`src/rtl/poly_sqnorm_bound.sv`:
```
// poly_sqnorm_bound: streaming squared-norm accumulator with norm-bound check.
// LANES signed coefficients per beat are squared and summed (stage 1), then
// added into a running accumulator with carry-out overflow detection (stage 2).
// The result is registered onto s/s_valid two edges after the beat is sampled.
// Build option: define SQNORM_SAT_EN to clamp the accumulator at 2^ACC_W-1 on
// overflow; otherwise it wraps. ovf is sticky per frame and forces accept=0.
//
// state | meaning
// IDLE  | no frame open, waiting for the first beat
// ACC   | frame open, counting beats down to the last one
// FLUSH | last beat taken, pipeline draining (a new frame may start here)
module poly_sqnorm_bound #(
  parameter int LOGN   = 9,
  parameter int LANES  = 1,
  parameter int COEF_W = 16,
  parameter int ACC_W  = 32
) (
  input  logic                      clk,
  input  logic                      rst_n,
  input  logic                      ena,
  input  logic                      mode,
  input  logic [ACC_W-1:0]          bound,
  input  logic                      f_valid,
  input  logic [LANES*COEF_W-1:0]   f,
  output logic                      s_valid,
  output logic [ACC_W-1:0]          s,
  output logic                      done,
  output logic                      accept,
  output logic                      ovf
);

  localparam int TW = 2*COEF_W - 1 + $clog2(LANES);
  localparam int CW = LOGN + 2;
  localparam int B0 = (1 << LOGN) / LANES;
  localparam logic [CW-1:0] B0_C = CW'(B0);
  localparam logic [CW-1:0] B1_C = CW'(2*B0);

  typedef enum logic [1:0] {IDLE, ACC, FLUSH} state_t;

  state_t state, state_nxt;
  logic [CW-1:0] beat_cnt;
  logic [CW-1:0] b_load;
  logic flush_cnt;
  logic beat, first_beat, last_beat;

  logic signed [COEF_W-1:0]   lane;
  logic signed [2*COEF_W-1:0] prod;
  logic [TW-1:0]              tree_sum;

  logic             s1_valid, s1_first, s1_last;
  logic [TW-1:0]    s1_sq;
  logic [ACC_W-1:0] s1_bound;

  logic             s2_valid, s2_last, acc_ovf;
  logic [ACC_W-1:0] acc, s2_bound;
  logic [ACC_W-1:0] acc_base, acc_nxt;
  logic [ACC_W:0]   sum;
  logic             ovf_base, ovf_new;

  assign beat       = ena & f_valid;
  assign first_beat = beat && (state != ACC);
  assign b_load     = mode ? B1_C : B0_C;
  assign last_beat  = first_beat ? (b_load == CW'(1)) : (beat && beat_cnt == CW'(1));

  // State register
  always_ff @(posedge clk or negedge rst_n) begin
    if (!rst_n) state <= IDLE;
    else        state <= state_nxt;
  end

  // Next-state: a first beat is legal in FLUSH so frames can run back to back
  always_comb begin
    state_nxt = state;
    if (!ena) begin
      state_nxt = IDLE;
    end else begin
      case (state)
        IDLE:    if (first_beat) state_nxt = last_beat ? FLUSH : ACC;
        ACC:     if (last_beat) state_nxt = FLUSH;
        FLUSH: begin
          if (first_beat)              state_nxt = last_beat ? FLUSH : ACC;
          else if (flush_cnt == 1'b0)  state_nxt = IDLE;
        end
        default: state_nxt = IDLE;
      endcase
    end
  end

  // Beat down-counter (remaining beats after the current one) and flush timer
  always_ff @(posedge clk or negedge rst_n) begin
    if (!rst_n) begin
      beat_cnt  <= '0;
      flush_cnt <= 1'b0;
    end else if (!ena) begin
      beat_cnt  <= '0;
      flush_cnt <= 1'b0;
    end else begin
      if (beat) beat_cnt <= first_beat ? (b_load - CW'(1)) : (beat_cnt - CW'(1));
      if (last_beat)                          flush_cnt <= 1'b1;
      else if (state == FLUSH && flush_cnt)   flush_cnt <= 1'b0;
    end
  end

  // Lane squares summed; the square of -2^(COEF_W-1) never sets the sign bit
  always_comb begin
    tree_sum = '0;
    lane     = '0;
    prod     = '0;
    for (int k = 0; k < LANES; k++) begin
      lane     = f[k*COEF_W +: COEF_W];
      prod     = lane * lane;
      tree_sum = tree_sum + TW'($unsigned(prod));
    end
  end

  // Stage 1: register squared sum with frame tags; bound is captured on the first beat
  always_ff @(posedge clk or negedge rst_n) begin
    if (!rst_n) begin
      s1_valid <= 1'b0;
      s1_sq    <= '0;
      s1_first <= 1'b0;
      s1_last  <= 1'b0;
      s1_bound <= '0;
    end else if (!ena) begin
      s1_valid <= 1'b0;
    end else begin
      s1_valid <= beat;
      if (beat) begin
        s1_sq    <= tree_sum;
        s1_first <= first_beat;
        s1_last  <= last_beat;
      end
      if (first_beat) s1_bound <= bound;
    end
  end

  // A first-beat tag restarts from zero, so a new frame never sees the old total
  always_comb begin
    acc_base = s1_first ? '0 : acc;
    ovf_base = s1_first ? 1'b0 : acc_ovf;
    sum      = {1'b0, acc_base} + (ACC_W+1)'(s1_sq);
    ovf_new  = ovf_base | sum[ACC_W];
`ifdef SQNORM_SAT_EN
    acc_nxt  = ovf_new ? {ACC_W{1'b1}} : sum[ACC_W-1:0];
`else
    acc_nxt  = sum[ACC_W-1:0];
`endif
  end

  // Stage 2: accumulator and sticky overflow, bound travels with the data
  always_ff @(posedge clk or negedge rst_n) begin
    if (!rst_n) begin
      s2_valid <= 1'b0;
      s2_last  <= 1'b0;
      s2_bound <= '0;
      acc      <= '0;
      acc_ovf  <= 1'b0;
    end else if (!ena) begin
      s2_valid <= 1'b0;
      s2_last  <= 1'b0;
      acc      <= '0;
      acc_ovf  <= 1'b0;
    end else begin
      s2_valid <= s1_valid;
      if (s1_valid) begin
        acc      <= acc_nxt;
        acc_ovf  <= ovf_new;
        s2_last  <= s1_last;
        s2_bound <= s1_bound;
      end
    end
  end

  // Output stage: s/ovf hold between pulses and return to zero the cycle after done
  always_ff @(posedge clk or negedge rst_n) begin
    if (!rst_n) begin
      s_valid <= 1'b0;
      s       <= '0;
      done    <= 1'b0;
      accept  <= 1'b0;
      ovf     <= 1'b0;
    end else if (!ena) begin
      s_valid <= 1'b0;
      s       <= '0;
      done    <= 1'b0;
      accept  <= 1'b0;
      ovf     <= 1'b0;
    end else begin
      s_valid <= s2_valid;
      done    <= s2_valid && s2_last;
      accept  <= s2_valid && s2_last && !acc_ovf && (acc <= s2_bound);
      if (s2_valid) begin
        s   <= acc;
        ovf <= acc_ovf;
      end else if (done) begin
        s   <= '0;
        ovf <= 1'b0;
      end
    end
  end

endmodule

```
`config.mk`:
```
export PLATFORM = sky130hd
export DESIGN_NAME = poly_sqnorm_bound
export DESIGN_NICKNAME = d
export VERILOG_FILES = /design/src/rtl/poly_sqnorm_bound.sv
export SDC_FILE = /design/constraint.sdc
export NUM_CORES = 1
export LEC_CHECK = 0
export CORE_UTILIZATION = 25
export CTS_BUF_LIST = sky130_fd_sc_hd__clkbuf_8
export DETAILED_ROUTE_END_ITERATION = 8
export PLACE_DENSITY = 0.45
export SKIP_LAST_GASP = 1
export SLEW_MARGIN = 20
export SYNTH_ARGS = -nofsm -noshare
export SYNTH_HDL_FRONTEND = slang
export SYNTH_SLANG_ARGS = --single-unit
```
`constraint.sdc`:
```
create_clock -name clk -period 4.2 [get_ports clk]
set_input_delay 0.84 -clock clk [delete_from_list [all_inputs] [get_ports clk]]
set_output_delay 0.84 -clock clk [all_outputs]
set_load 0.02 [all_outputs]
```
==> results.toml <==
[synthesis]
syn-num-nets = 2315
syn_inst = 1883
synthesis.area_um2 = 18100
ys_types = 73
ys_seq_area_share_pct = 25.2
ys_warn_count = 0
synth_enable_flop_cells = 0
synth_flop_cell = "dfrtp_1"
syn_area_per_cell_um2 = 9.62
synthArstFlopShare_pct = 100
synth_seq_cells = 182

[min_path]
hold_path_class = "primary input to async pin"

[timing]
final-setup-viol-count = 24
clock_skew_ns = 0.0200
slew_headroom_pct = 50.0
max_freq_mhz = 165
fin_crit_sh_pct = 145
timing.final.ws_setup_ns = -1.87
tightest_slew_ns = 0.750
finalHoldViolCount = 0
min_period_ns = 6.07
maxSlewViolCount = 0
grt_setup_unrepaired = "yes"

[clocking]
cts_sinks = 182
cts.root.buffer_cell = "clkbuf_8"
hold_buffers = 0
numCtsBuffers = 17
h-tree-depth = 4
clock_latency_ns = 0.49
clock_path_buffers = 2
cts.clk_slew.worst_paths_ns = 0.08
tritoncts = "yes"

[routing]
firstDrtPassIters = 4
drt_iter0_markers = 609
viasPerCell = 4.25
drt-total-wl_um = 46600
avgRoutedWirePerCell_um = 14.8
vias = 13400
final_antenna_net_count = 0
drc = 0

[floorplan]
dieArea_um2 = 73500
rows = 98
core_area_um2 = 71600
start_util_pct = 25.3
die_h_um = 271
dieWidth_um = 271
ios = 89

[job]
drv_cap = 0

[status]
violations = "setup timing"
outcome = "complete, but fails checks"

[placement]
hpwl_um = 37800
place_congestion = 0.848
pre_cts_slack_ns = -3.14
placed_area_um2 = 21800
port-buffer-count = 88
place_inst = 3067

[layout]
instances_no_fill = 3149
finalInstanceArea_um2 = 23500
finalNetCount = 2618
n_fill_cell = 7444
mostFrequentLayoutCell = "inv_1"
antennaDiodeCount = 0
syn_to_final_growth_pct = 29.9
drive_gt1_share_pct = 24.7
layout_common_cells = "inv_1, buf_4, fa_1"

[global_route]
grt_overflow_total = 0
grt_pass1_wl_um = 78300
grt_util_all_layers_pct = 13.2
grt_pass1_vias = 14600
antenna_found_initial = 0
grt_max_degree = 100

[critical_path]
reg2reg_slack_ns = 0.63
r2r.worst_path.cells = 11
critPathMaxFanout = 4
reg2reg_from = "s1_first"
endpoint_kind = "flip-flop"
start_kind = "primary input"
cp.arrival_ns = 6.44
worst-setup-path-type = "primary input to flip-flop"
r2r_end = "acc[29]"
required_ns = 4.57
timing repair:
item,CTS,global route
setup buffers,47,9
cloned,1,0
pin swaps,100,54
gates resized for setup,218,88
endpoints found under the setup margin,26,25
critical path, stage by stage:
cell and delay (ns):
buf_12 0.11, clkinvlp_4 0.10, buf_12 0.12, nor2_4 0.04, fa_2 0.58, buf_4 0.12, inv_4 0.04, fa_2 0.61
fa_2 0.47, fa_1 0.54, fa_1 0.44, fa_1 0.51, inv_2 0.05, ha_4 0.23, and4_1 0.21, and2_1 0.13
o31a_1 0.27, a21oi_2 0.14, o211ai_1 0.16, o31ai_2 0.30, nor4b_2 0.08, or3_1 0.35
how the worst max path moves through the flow:
stage           from         to  slack, ns  cells past startpoint
2_1_floorplan   f[1]  s1_sq[29]      -2.24                     22
3_5_place_dp   f[13]  s1_sq[29]      -3.14                     22
5_1_grt         f[3]  s1_sq[29]      -2.08                     22
4_1_cts        f[15]  s1_sq[24]      -1.88                     24
3_3_place_gp   f[13]  s1_sq[29]      -3.06                     22
6_report       f[15]  s1_sq[29]      -1.87                     22
flip-flops by register name (all words and copies together), names as in the netlist:
register	flops
state	2
s1_sq	30
done	1
s_valid	1
s1_valid	1
acc	32
ovf	1
s	32
s1_last	1
s1_bound	32
s2_bound	32
acc_ovf	1
s2_valid	1
s2_last	1
flush_cnt	1
beat_cnt	11
accept	1
s1_first	1
stage by stage:
stage | utilization [%] | hold slack [ns] | TNS [ns]
floorplan | - | 0.446 | -34.13
finish | 32.9 | 0.393 | -30.49
CTS | 32.4 | 0.406 | -31.06
global placement | 30.5 | 0.471 | -59.37
detailed placement | 30.5 | 0.470 | -60.27
global route | 32.9 | 0.417 | -34.49
cell usage after synthesis (3+ instances only):
library cell    n  area (µm²)
nor2_1         69         259
o21a_1          7        52.6
o31ai_1         4        30.0
and2b_2         3        26.3
o211ai_1        8        60.1
buf_1           6        22.5
nor4_1          3        18.8
xor2_1         19         166
o21ai_0        79         395
o22ai_1         7        43.8
o41a_1          3        33.8
inv_1         378        1420
o211a_1         5        50.1
a31oi_1        12        75.1
and2_1         55         344
nand2b_1       16         100
a21oi_1        62         310
clkbuf_1       54         203
mux2_2         37         417
a211o_1         3        26.3
dfrtp_1       182        4550
nor2b_1        62         388
and3_1          3        18.8
a21o_1         26         195
nand4_1         7        43.8
o21ai_1        24         120
a22o_1         33         289
or3_1           6        37.5
nand3_1        20         100
a211oi_1        8        60.1
nor3_1         13        65.1
xnor2_1        44         385
o21bai_1        7        52.6
nand2_1       171         642
mux2i_1        15         150
fa_1          231        4620
ha_1          148        1850
a2111oi_0       5        43.8
metal layers:
| layer | vias up | global-route usage (%) | part of all wire [%] | wire length, µm |
|---|---|---|---|---|
| met5 | - | 0 | 0 | 0 |
| met4 | 0 | 3.27 | 1.8 | 856 |
| met3 | 43 | 1.58 | 2.3 | 1070 |
| met1 | 6558 | 18.7 | 51 | 23700 |
| li1 | 6620 | - | - | - |
| met2 | 151 | 21.3 | 45 | 21000 |
area by class of cell:
class	count	area [µm²]	area share, %
inverters	380	1440	6.14
clock inverters	12	130	0.553
clock buffers	20	275	1.17
multi-input cells	1257	12800	54.3
flip-flops and latches	182	4550	19.4
well taps	950	1190	5.05
repair buffers	348	3150	13.4
logic make-up after synthesis:
group | synth area share, %
compound gates | 11.5
xor+xnor | 3.05
fa+ha+maj | 35.8
buf+inv | 9.28
flops | 25.2
mux | 3.13
simple gates | 12.1
Power is not shown: default switching activity piles up to over one toggle a cycle in this logic, so the estimate is an artifact.
==> edit 1: new RTL, config.mk and constraints unchanged <==
Put one more register stage on the output `s_valid`. The value now appears one clock later. The other outputs are not delayed to match. Comments in the files are not updated.
--- a/src/rtl/poly_sqnorm_bound.sv
+++ b/src/rtl/poly_sqnorm_bound.sv
@@ -38,4 +38,6 @@
   typedef enum logic [1:0] {IDLE, ACC, FLUSH} state_t;
 
+  logic s_valid_s0;
+
   state_t state, state_nxt;
   logic [CW-1:0] beat_cnt;
@@ -175,5 +177,5 @@
   always_ff @(posedge clk or negedge rst_n) begin
     if (!rst_n) begin
-      s_valid <= 1'b0;
+      s_valid_s0 <= 1'b0;
       s       <= '0;
       done    <= 1'b0;
@@ -181,5 +183,5 @@
       ovf     <= 1'b0;
     end else if (!ena) begin
-      s_valid <= 1'b0;
+      s_valid_s0 <= 1'b0;
       s       <= '0;
       done    <= 1'b0;
@@ -187,5 +189,5 @@
       ovf     <= 1'b0;
     end else begin
-      s_valid <= s2_valid;
+      s_valid_s0 <= s2_valid;
       done    <= s2_valid && s2_last;
       accept  <= s2_valid && s2_last && !acc_ovf && (acc <= s2_bound);
@@ -200,4 +202,12 @@
   end
 
+  always_ff @(posedge clk or negedge rst_n) begin
+    if (!rst_n) begin
+      s_valid <= '0;
+    end else begin
+      s_valid <= s_valid_s0;
+    end
+  end
+
 endmodule
 
Behaviour: not the same (Yosys sat finds a counterexample within 4 cycles, from zero or initial values and one cycle with rst_n low).
==> edit 1 against the original RTL <==
The flow still finishes with violations (negative setup slack); routed wire length grew 2.6%; cell count grew 1.1%; design area grew 1.7%; sequential cell count grew 1; worst setup slack gained 100 ps; area after synthesis grew 1.3%; highest routed layer unchanged.
Power is left out: the tool's default activity adds up to more than one toggle a clock period on the data nets, which glitch-free logic cannot reach.
==> edit 1: results (changes against the original RTL) <==
drt:
  detail-route-antenna-nets: 0  # unchanged
  routed-wl-met3_um: 1319  # +24%
  routedLengthMet1_um: 23640  # about the same
  firstDrtPassIters: 4  # unchanged
  drt-initial-drc-count: 538  # -12%
  post_drt_wl_per_cell_um: 15.01  # +1.5%
  via_per_inst: 4.285  # +0.92%
  wl_met2_um: 22160  # +5.4%
  highest_layer: "met4"
cts:
  post-cts-setup-buffer-count: 59  # +26%
  cts.clk_slew.worst_paths_ps: 100  # +20 ps
  cts_buffer_depth: 2  # unchanged
  clk_root_buffer_cell: "clkbuf_8"
  cts.repair.resized: 233  # +6.9%
  deepest_level_of_the_cts_h_tree: 4  # unchanged
  tritoncts.num_buffers: 17  # unchanged
  clkLatencyLatePin_ps: 490  # about the same
logic_synthesis:
  dominantRegCellSynth: "dfrtp_1"
  syn_inst: 1901  # +0.96%
  synthTopCellsByArea: "fa_1, dfrtp_1, ha_1"
  synth_async_sr_flop_share_pct: 100.0  # unchanged
  ranking_of_synthesized_cells_by_instance_count: "inv_1, fa_1, dfrtp_1"
  ys_warns: 0  # unchanged
  synthesis.nets: 2333  # +0.78%
  synthDistinctLibCells: 73  # unchanged
  synth_seq_area_share_pct: 24.96  # -0.19 points
layout:
  layout.nets: 2655  # +1.4%
  antenna_cells_inserted: 0  # unchanged
  stdcell_count: 3185  # +1.1%
  share_of_post_route_cells_with_drive_strength_above_1_pct: 25.28  # +0.54 points
outcome:
  violations_in_the_final_reports: "negative setup slack"
  outcome: "finished with violations"
worst_setup_path:
  worst-endpoint-arrival_ps: 6340  # -100 ps
  reg2reg_setup_slack_ps: 880  # +250 ps
  path_max_fanout: 7  # +3
  crit_end: "s1_sq[29]"
  cpPeakStageDelay_ps: 630  # +20 ps
  timing.reg2reg.worst_path_depth: 11  # unchanged
  rr_endpoint: "acc[30]"
  cp-startpoint: "f[15]"
  critical_path.slowest_cell: "fa_2"
  regToRegStartpoint: "s1_first"
sta:
  setup_viol: 25  # +4.2%
  tns_ps: -31450  # -967.9 ps
  finalWorstSetupSlack_ps: -1767  # +102.6 ps
  fin_skew_ps: 15.87  # -4.152 ps
  timing.slew.headroom_pct: 56.51  # +6.5 points
placement:
  dpl.cell_count: 3078  # +0.36%
  globalplace.congestion: 0.8503  # +0.22%
  post-dp-hpwl_um: 38190  # +1.1%
  placedInstanceArea_mm2: 0.02208  # +1.2%
  detailedPlace.worstSlack_ps: -2834  # +307.3 ps
  io_buffers: 88  # unchanged
global_routing:
  first_global_vias: 14810  # +1.3%
  grt_pass1_wl_um: 79630  # +1.7%
  grt_start_max_net_pins: 79  # -21%
  antenna_violations_before_repair: 0  # unchanged
  groute.usage.overall_pct: 13.36  # +0.16 points
hold_path:
  hold_path.class: "reg2reg"
[edit 1: cell count changes in the layout (fill, tap and decap cells not counted), moves of 9 or more]
| cell | delta |
|---|---|
| nor2b_1 | -20 |
| buf_4 | +14 |
| nand2_1 | -13 |
| nor2_1 | +13 |
| o21a_1 | +10 |
| nand4_1 | +9 |
| o21ai_1 | -9 |
[edit 1: cell families (layout without fill, tap and decap cells)]
logic type	after synthesis	after routing	share of synthesized area [%]
and+or+nand+nor	451	451	12.09
buffers and inverters	444	778	9.139
adders and majority gates	379	379	35.30
AOI/OAI and AO/OA	323	323	12.04
DFF	183	183	24.96
muxes	62	62	3.649
xor gates and xnor gates	59	59	2.817
[edit 1: per-layer routing]
| metal | track usage [%] | vias up |
|---|---|---|
| met1 | 18.61 | 6651 |
| met5 | 0 | - |
| met4 | 3.179 | 0 |
| li1 | - | 6776 |
| met2 | 22.15 | 186 |
| met3 | 1.371 | 36 |
[edit 1: worst min-delay path by stage]
stage / slack [ps] / start / cells after the start / endpoint
after floorplan: 330 / s_valid_s0 / 0 / s_valid
after global placement: 340 / s_valid_s0 / 0 / s_valid
after global routing: 380 / s_valid_s0 / 0 / s_valid
after CTS: 360 / s_valid_s0 / 0 / s_valid
after detailed placement: 340 / s_valid_s0 / 0 / s_valid
final: 360 / s_valid_s0 / 0 / s_valid
[edit 1: worst max-delay path: cells and delay by family]
family                     cells  cell delay, ps
and+or+nand+nor                2             220
buffers and inverters          7             690
AOI/OAI and AO/OA              5            1030
muxes                          1             190
adders and majority gates      7            3370
[edit 1: area by class of cell]
class / count / area, um2
clock buffers: 18 / 247.7
clock inverters: 13 / 111.4
fillers: 7419 / 48180
inverters: 377 / 1430
multi-input cells: 1274 / 12960
flip-flops and latches: 183 / 4581
well taps: 950 / 1189
repair buffers: 370 / 3402
==> edit 2: new RTL, same flow settings <==
Without the edit above. Change the parameter `LOGN` from 9 to 8.
--- a/src/rtl/poly_sqnorm_bound.sv
+++ b/src/rtl/poly_sqnorm_bound.sv
@@ -11,5 +11,5 @@
 // FLUSH | last beat taken, pipeline draining (a new frame may start here)
 module poly_sqnorm_bound #(
-  parameter int LOGN   = 9,
+  parameter int LOGN   = 8,
   parameter int LANES  = 1,
   parameter int COEF_W = 16,
Check against the original RTL: no difference found for any inputs over 4 cycles, from zero or initial values and one cycle with rst_n low; that may be too few to reach the edited logic, so the function may still have changed.
==> edit 2 against the original RTL <==
The run still ends with negative setup slack left; routed wire length up 3.2%; sequential share of layout area is 0.32 points lower; hold slack gained 4.1 ps; area after synthesis up 0.47%; maximum frequency rose by 2.3%; design area rose by 1.1%; worst setup slack better by 140 ps; sequential cell count down 1.
Power is left out: the tool's default activity adds up to more than one toggle a clock period on the data nets, which glitch-free logic cannot reach.
==> edit 2: results (changes against the original RTL) <==
logic_synthesis:
  synth_seq_area_share_pct: 24.90  # -0.26 points
  dominantRegCellSynth: "dfrtp_1"
  post_synth_xor_area_fraction_pct: 3.129  # +0.082 points
  synthesis.nets: 2337  # +0.95%
  synth-compound-area-share_pct: 11.83  # +0.32 points
  synthDistinctLibCells: 69  # -5.5%
  synth-adder-area-share_pct: 35.80  # +0.039 points
  portion_of_netlist_area_occupied_by_mux_cells_pct: 3.336  # +0.21 points
  synthTopCellsByArea: "fa_1, dfrtp_1, ha_1"
  ranking_of_synthesized_cells_by_instance_count: "inv_1, fa_1, dfrtp_1"
sta:
  setup_viol: 25  # +4.2%
  finalWorstSetupSlack_ps: -1733  # +137.5 ps
  hold_violations: 0  # unchanged
  fin_skew_ps: 16.15  # -3.876 ps
  max_slew.worst_pin.slew_ps: 1066  # +315.8 ps
drt:
  wl_um: 48090  # +3.2%
  firstDrtPassIters: 7  # +3
  detail-route-antenna-nets: 0  # unchanged
  detailroute.via_count: 13580  # +1.5%
  drt-initial-drc-count: 652  # +7.1%
placement:
  globalplace.congestion: 0.8141  # -4.0%
  placedInstanceArea_mm2: 0.02207  # +1.1%
  post-dp-hpwl_um: 38490  # +1.9%
  io_buffers: 88  # unchanged
cts:
  deepest_level_of_the_cts_h_tree: 4  # unchanged
  cts_buffer_depth: 2  # unchanged
  cts.clk_slew.worst_paths_ps: 100  # +20 ps
worst_setup_path:
  timing.reg2reg.worst_path_depth: 12  # +1
  regToRegStartpoint: "s1_first"
  worst-endpoint-arrival_ps: 6310  # -130 ps
  cp-startpoint: "f[9]"
layout:
  filler_cell_count: 7351  # -1.2%
  share_of_post_route_cells_with_drive_strength_above_1_pct: 25.28  # +0.54 points
  layout.nets: 2666  # +1.8%
global_routing:
  first_global_vias: 14550  # -0.49%
  groute.usage.overall_pct: 13.32  # +0.13 points
  grt_start_max_net_pins: 86  # -14%
  grt_pass1_wl_um: 78820  # +0.64%
outcome:
  outcome: "finished with violations"
  violations_in_the_final_reports: "negative setup slack"
hold_path:
  hold_path.class: "in2async"
flow_run:
  max-cap-violations: 0  # unchanged
-- edit 2: cell types whose count changed after synthesis, sizes merged, moves of 6 or more --
cell   before  now
and2       55   36
o21a        7   17
nand2     171  180
nand3      20   28
nor2       69   77
nand4       7   14
xor2       19   26
inv       379  385
o22ai       7    1
-- edit 2: logic make-up (layout without fill, tap and decap cells) --
kind of cell | count (synthesis) | in the layout
compound gates | 319 | 319
xor+xnor | 65 | 65
fa+ha+maj | 382 | 382
buf+inv | 452 | 793
flops | 181 | 181
mux | 56 | 56
simple gates | 447 | 447
-- edit 2: path summary, 6_finish.rpt --
path                       slack (ps)      endpoint
min reg2reg                       490  s2_bound[29]
min                               400   s1_bound[9]
max reg2reg                       790       acc[31]
max                             -1730     s1_sq[27]
max in group asynchronous        2930       acc[23]
min in group clk                  490  s2_bound[29]
-- edit 2: per-stage QoR --
step | util, % | worst slack, ps | cells | setup TNS, ps
global placement | 30.77 | -2819 | 3090 | -56040
finish | 33.17 | -1733 | 3193 | -31290
floorplan | - | -2015 | 1902 | -32770
global route | 33.17 | -1879 | 3193 | -35650
CTS | 32.57 | -1627 | 3174 | -29730
detailed placement | 30.77 | -2853 | 3090 | -56680
-- edit 2: final cells by class --
class                   count  area [um2]  share of cell area (%)
well taps                 950        1189                   4.996
flip-flops and latches    181        4531                   19.04
inverters                 389        1496                   6.289
clock inverters            14       198.9                  0.8361
repair buffers            373        3378                   14.20
multi-input cells        1269       12770                   53.66
clock buffers              17       234.0                  0.9833
-- edit 2: timing repair --
item                       in CTS  in global routing
setup buffers                  52                 27
resized for setup             190                 86
setup endpoints to repair      25                 24
gates cloned                    4                  0
pin swaps                     129                 87
-- edit 2: worst max-delay path: stages --
cell and delay, ps:
buf_8 100, buf_6 110, buf_12 120, and2_4 140, fa_1 490, inv_1 50
fa_1 520, fa_2 460, fa_1 480, inv_1 50, fa_1 490, inv_2 40
fa_1 510, inv_2 50, ha_4 240, and4_4 150, a21bo_4 180, o31ai_4 80
o31ai_4 340, nor4_2 80, a211o_1 270, buf_4 150, a21oi_2 130, xor2_1 150
o21ai_1 70
-- edit 2: layer usage --
layer  GRT usage (%)  routed length (um)  vias up
met5               0                   0        -
met4           3.090                 792        0
met3           1.557                1208       40
met2           21.98               22260      177
met1           18.55               23830     6643
li1                -                   -     6716
